--- config.mk ---
export PLATFORM = sky130hd
export DESIGN_NAME = pattern_gen
export DESIGN_NICKNAME = d
export VERILOG_FILES = /design/src/rtl/pattern_gen.sv
export SDC_FILE = /design/constraint.sdc
export NUM_CORES = 1
export LEC_CHECK = 0
export ABC_AREA = 1
export CAP_MARGIN = 10
export CORE_ASPECT_RATIO = 0.6
export CORE_MARGIN = 1
export CORE_UTILIZATION = 48
export DETAILED_ROUTE_END_ITERATION = 12
export HOLD_SLACK_MARGIN = 0.03
export PLACE_DENSITY = 0.77
export SLEW_MARGIN = 20
export SYNTH_ARGS = -nofsm -noshare
export SYNTH_HDL_FRONTEND = slang
export SYNTH_SLANG_ARGS = --single-unit
--- constraint.sdc ---
create_clock -name clk -period 4.7 [get_ports clk]
set_input_delay 0.94 -clock clk [delete_from_list [all_inputs] [get_ports clk]]
set_output_delay 0.94 -clock clk [all_outputs]
set_load 0.02 [all_outputs]
--- src/rtl/pattern_gen.sv ---
// Streaming pattern generator: drains an AXI-stream FIFO through a one-word holding register onto dout at one word per ckdiv+1 cycles.
// Define PATGEN_TLAST_EN to let a word accepted with tlast end the run once it has been emitted.
module pattern_gen #(
  parameter int size    = 32,
  parameter int max_div = 32,
  parameter int saddr_w = 24
) (
  input  logic                       clk,
  input  logic                       reset,
  input  logic [size-1:0]            tdata,
  input  logic                       tvalid,
  output logic                       tready,
  input  logic                       tlast,
  input  logic [$clog2(max_div)-1:0] ckdiv,
  input  logic [saddr_w-1:0]         word_count,
  input  logic [size-1:0]            idle_value,
  input  logic                       start,
  input  logic                       abort,
  output logic [size-1:0]            dout,
  output logic                       dout_oe,
  output logic                       ready,
  output logic                       busy,
  output logic                       done,
  output logic                       underrun,
  output logic [saddr_w-1:0]         emitted
);
  localparam int div_w = $clog2(max_div);

  typedef enum logic [1:0] {S_IDLE, S_PRIME, S_RUN, S_DONE} state_t;

  state_t             state_reg, state_next;
  logic [size-1:0]    hold_reg;
  logic               hold_v_reg;
  logic [div_w-1:0]   div_reg;
  logic [div_w-1:0]   ckdiv_reg;
  logic [saddr_w-1:0] count_reg;
  logic [saddr_w-1:0] emitted_reg;
  logic               underrun_reg;
  logic [size-1:0]    dout_reg;

  logic tick;
  logic finished;
  logic accept;
  logic consume;
  logic emit;
  logic starve;
  logic start_go;

  // A word is due when the divider reaches the period latched at the previous wrap.
  assign tick     = (state_reg == S_RUN) && (div_reg == ckdiv_reg);
  assign accept   = tvalid && tready;
  assign consume  = tick && hold_v_reg;
  assign emit     = consume && !finished && !abort;
  assign starve   = tick && !hold_v_reg && !finished && !abort;
  assign start_go = (state_reg == S_IDLE) && start && !abort;

`ifdef PATGEN_TLAST_EN
  logic hold_last_reg;
  logic last_seen_reg;

  always_ff @(posedge clk or negedge reset) begin
    if (!reset) begin
      hold_last_reg <= 1'b0;
      last_seen_reg <= 1'b0;
    end else begin
      if (accept) hold_last_reg <= tlast;
      if (start_go) last_seen_reg <= 1'b0;
      else if (emit && hold_last_reg) last_seen_reg <= 1'b1;
    end
  end

  assign finished = (emitted_reg == count_reg) || last_seen_reg;
`else
  logic tlast_unused;
  assign tlast_unused = tlast;
  assign finished     = (emitted_reg == count_reg);
`endif

  always_ff @(posedge clk or negedge reset) begin
    if (!reset) state_reg <= S_IDLE;
    else        state_reg <= state_next;
  end

  always_comb begin
    state_next = state_reg;
    if (abort) begin
      state_next = S_IDLE;
    end else begin
      case (state_reg)
        S_IDLE:  if (start) state_next = (word_count == '0) ? S_DONE : S_PRIME;
        S_PRIME: if (hold_v_reg) state_next = S_RUN;
        S_RUN:   if (finished) state_next = S_DONE;
        S_DONE:  state_next = S_IDLE;
        default: state_next = S_IDLE;
      endcase
    end
  end

  always_comb begin
    tready  = 1'b0;
    ready   = 1'b0;
    busy    = 1'b0;
    done    = 1'b0;
    dout_oe = 1'b0;
    case (state_reg)
      S_IDLE:  ready = 1'b1;
      S_PRIME: begin
        busy   = 1'b1;
        tready = !hold_v_reg;
      end
      S_RUN: begin
        busy    = 1'b1;
        dout_oe = 1'b1;
        tready  = !hold_v_reg || tick;
      end
      S_DONE:  done = 1'b1;
      default: ready = 1'b0;
    endcase
  end

  always_ff @(posedge clk or negedge reset) begin
    if (!reset) begin
      hold_reg     <= '0;
      hold_v_reg   <= 1'b0;
      div_reg      <= '0;
      ckdiv_reg    <= '0;
      count_reg    <= '0;
      emitted_reg  <= '0;
      underrun_reg <= 1'b0;
      dout_reg     <= '0;
    end else begin
      if (abort || state_reg == S_DONE) begin
        hold_v_reg <= 1'b0;
      end else if (accept) begin
        hold_v_reg <= 1'b1;
        hold_reg   <= tdata;
      end else if (consume) begin
        hold_v_reg <= 1'b0;
      end

      // Preset to the period so the very first RUN cycle is a tick.
      if (state_reg == S_PRIME && state_next == S_RUN) begin
        div_reg   <= ckdiv;
        ckdiv_reg <= ckdiv;
      end else if (state_reg == S_RUN) begin
        if (tick) begin
          div_reg   <= '0;
          ckdiv_reg <= ckdiv;
        end else begin
          div_reg <= div_reg + 1'b1;
        end
      end else begin
        div_reg <= '0;
      end

      if (start_go) begin
        count_reg    <= word_count;
        emitted_reg  <= '0;
        underrun_reg <= 1'b0;
      end else begin
        if (emit && emitted_reg != '1) emitted_reg <= emitted_reg + 1'b1;
        if (starve) underrun_reg <= 1'b1;
      end

      if (abort || state_next == S_IDLE || state_next == S_DONE) dout_reg <= idle_value;
      else if (emit) dout_reg <= hold_reg;
    end
  end

  assign dout     = dout_reg;
  assign underrun = underrun_reg;
  assign emitted  = emitted_reg;

endmodule

-- Word level (Yosys, flattened, before mapping)
Cells that the tools add are included.
- bits in read-only memories: 0
- bits in writable memories: 0
- input port bits: 99
- bits in latches: 0
- word-level logic and storage cells: 77
- register bits: 126
- output and inout bits: 62
- memories kept: 0
- $lt $le $gt $ge: 0
- divide/modulo/power cells: 0
- mux-type cells: 26
- reductions and logical operators: 31
- shifts and indexed selects: 0
- $mul: 0
- bitwise gates (word level): 1
- add/subtract/negate cells: 2
- eq/ne operators: 8
- operators by type and width (operator ; count):
    two-way mux 32 bit ; 2
    two-way mux 24 bit ; 2
    two-way mux 5 bit ; 6
    adder 24 x 1 -> 24 bit (second input constant) ; 1
    == test 24 bit ; 1
    zero test 24 bit ; 1
    != test 24 bit (second input constant) ; 1
    logical AND 1 bit ; 12
    two-way mux 2 bit ; 5
    nonzero test 2 bit ; 5
    two-way mux 1 bit ; 9
    == test 2 bit (second input constant) ; 4
    case mux 2 bit (4 select lines) ; 1
    adder 5 x 1 -> 5 bit (second input constant) ; 1
    == test 5 bit ; 1
    zero test 2 bit ; 2
    logical OR 1 bit ; 4
    AND reduction 2 bit ; 2
    zero test 1 bit ; 3
    nonzero test 3 bit ; 1
    == test 2 x 1 -> 1 bit (second input constant) ; 1
    case mux 1 bit (2 select lines) ; 1
    OR reduction 2 bit ; 1
    NOT 1 bit ; 1

-- Longest topological paths before layout
- depth in word-level cells: 9
- gate-level depth with buffers: 15
- mapped depth without buffers: 14

-- Least setup slack after synthesis
Ideal clock, no wire load.
- path type: register -> output
- start: register state_reg[0]
- end: output port tready
- arrival time: 1587 ps
- setup slack: 2173 ps
- data required time: 3760 ps
- path buffers: 0
- stages on the path, launching flop included: 7
- cells stage by stage: dfrtp_1 -> inv_1 -> ha_1 -> o21ai_1 -> nor3_2 -> nand3_4 -> a21oi_4
- cells in the longest elaborated chain, start to end: 4
- elaborated cells on any way between the ends: 5
- those cells by class: eq/ne: 2; mux: 1; reduce/logical: 2
- ends and longest elaborated chain (element ; line ; text):
    start: declaration ; 31 ; state_t state_reg, state_next;
    start signal: assignment ; 81 ; else state_reg <= state_next;
    == test 2 bit ; 50, 105 ;
    logical AND 1 bit ; 50 ; assign tick = (state_reg == S_RUN) && (div_reg == ckdiv_reg);
    logical OR 1 bit ; 114 ; tready = !hold_v_reg || tick;
    case mux 1 bit (2 select lines) * ; 105 ; case (state_reg)
    end: declaration ; 12 ; output logic tready,
Every way passes the cells marked *; elsewhere a longest branch is shown, timed or not.

-- Final worst setup path
Ends and elaborated chain as after synthesis.

==> out/results.txt <==
status: completed
Async SR Flop Fraction: 100%
CTS resizes: 0
core area: 13,900 um2
Yosys reg bits: 126
Die Y: 95.2 um
synthesized area: 6950 um2
Buf/Inv on CP: 2
final wirelength: 18,500 um
CP Max Fanout: 10
Ports: 161
Post-CTS Hold Buffers: 0
maxcap violations: 0
crit path kind: flop to primary output
clk_lat worst skew: 0.42 ns
postcts setup bufs: 0
HP Class: flop to flop
drt pass-1 iters: 7
Cell variety after synth: 39
DRC Markers: 0
Tot Pwr: 5260 uW
slowest stage delay, CP: 0.66 ns
Avg WL per Cell: 15.6 um
share of layout cells above drive strength 1: 11.7%
nets: 1,088
post-DP HPWL: 12,600 um
GRT overflow: 0
sequential fraction of the synthesis area: 45.4%
crit start category: flop
DR iter-0 viols: 524
worst-path cell chain: inv_1 > ha_1 > o21ai_1 > nor3_2 > nand3_4 > a21oi_4 > clkdlybuf4s50_1
antenna violations before repair: 0
slowest CP cell: clkdlybuf4s50_1
Layout Utilization: 65.7%
most common cell after layout, fill and taps aside: nand2_1
Rel. slew slack: 42.6%
Starting Density: 50.1%
minimum clock period: 3.66 ns
Total GRT Usage: 26.0%
Clock Skews: 0.0128 ns
GP Congestion: 0.965
DIE AREA: 15,000 um2
Final Hold Vio Count: 0
Die W: 157 um
DR vias: 6,247
Data arrival, critical path: 2.72 ns
YS warnings: 0
Clock Tree Buf Depth: 2
Worst EP required: 3.76 ns
maximum clock rate: 273 MHz
largest net degree at the start of global routing: 66
CTS tree: yes
PwrDens: 577 nW/um2
EDFF count, synth: 0
family with the most delay on the worst path: buffers and inverters
RSZ-0062 raised after global routing: false
max-slew violation count: 0
Tcrit/Tclk final: 77.9%
final antenna-violating net count: 0
PortBufs: 159
CP endpoint kind: primary output
DR vias/cell: 5.26
Worst Max-Slew Pin Slew: 0.860 ns
cell count after synthesis: 841
Most used DFF post-synth: dfrtp_1
Sum Neg Setup Slack: 0 ns
vias in the first global route: 5,816
Placed Area: 8550 um2
first-pass GRT wire length: 29,900 um
clk slew on worst S/H paths: 0.06 ns
Setup Viol. Count Final: 0
CTS root buf: clkbuf_16
Avg Inst Size Synth: 8.26 um2
VDD IR max: 298 uV
area delta synth->final: 31.3%
# clock sinks: 126
Ant. Diodes: 0
row count: 33
Clock H-tree levels: 4
commonest cells after routing, fill and taps aside: 159 x nand2_1, 158 x clkdlybuf4s50_1, 126 x dfrtp_1
Design Area, Final: 9120 um2
Num CTS Buffers: 17
syn_nets: 947
leak pwr: 0.00407 uW
## final cells by class
class / instances / area [um2]
inverter: 89 / 334
timing repair buffer: 165 / 1650
sequential: 126 / 3150
tap: 192 / 240
clock buffer: 19 / 443
fill: 1163 / 4750
clock inverter: 13 / 130
multi-input combinational: 583 / 3170
## Yosys cell counts (2+ instances only)
library cell	instances	share of area, %
nand2_4	2	0.32
nand2_1	159	8.6
nor2_1	86	4.6
dfrtp_1	126	45
xnor2_1	19	2.4
o21ai_0	27	1.9
nand4_1	46	4.1
nor3_1	15	1.1
a21oi_2	32	4.0
nor4_1	3	0.27
nor3_2	2	0.29
o21ai_1	17	1.2
nand3_1	98	7.1
a21oi_1	6	0.43
inv_2	6	0.32
nand3_4	2	0.50
buf_6	16	2.6
nor2_2	19	1.7
clkbuf_1	8	0.43
buf_2	17	1.2
o31ai_1	10	1.1
xor2_1	16	2.0
ha_1	7	1.3
inv_1	83	4.5
nand2_2	5	0.45
## metal layers
layer | routed length [um] | vias to the layer above | track usage, %
li1 | - | 3042 | -
met2 | 7580 | 255 | 34.4
met5 | 0 | - | 0
met1 | 9040 | 2921 | 40.2
met3 | 1510 | 29 | 6.32
met4 | 350 | 0 | 9.39
## per-stage QoR
| stage | setup slack [ns] | hold slack [ns] | std cells |
|---|---|---|---|
| floorplan | 2.17 | 0.463 | 841 |
| global placement | 1.18 | 0.484 | 1155 |
| detailed placement | 1.19 | 0.487 | 1155 |
| CTS | 1.03 | 0.503 | 1187 |
| global route | 0.907 | 0.515 | 1187 |
| finish | 1.04 | 0.499 | 1187 |
## final timing paths
check | start | endpoint | slack (ns) | cells after the start
max | state_reg[0] | tready | 1.04 | 7
min | count_reg[1] | count_reg[1] | 0.50 | 2
max reg2reg | state_reg[0] | hold_reg[9] | 1.76 | 10
min reg2reg | count_reg[1] | count_reg[1] | 0.50 | 2
max in group asynchronous | reset | hold_reg[8] | 3.26 | 2
min in group asynchronous | reset | count_reg[18] | 0.61 | 1
## worst reg2reg max path: cells and delay by family, from the launching register on
family | cells | cell delay (ns)
simple gates | 4 | 1.04
compound gates | 3 | 0.39
flops | 1 | 0.42
buf+inv | 2 | 0.61
fa+ha+maj | 1 | 0.36
## logic make-up after synthesis
kind of cell / after synthesis / synth area share [%]
and+or+nand+nor: 444 / 30.3
buffers and inverters: 132 / 9.22
DFF: 126 / 45.4
AOI/OAI and AO/OA: 97 / 9.44
xor gates and xnor gates: 35 / 4.41
adders and majority gates: 7 / 1.26
## where the power goes
part	switching [uW]	total (uW)	internal, uW
registers	307	1850	1550
clock network	529	1280	753
logic	1230	2120	892
Power figures use the tool's default switching activity.
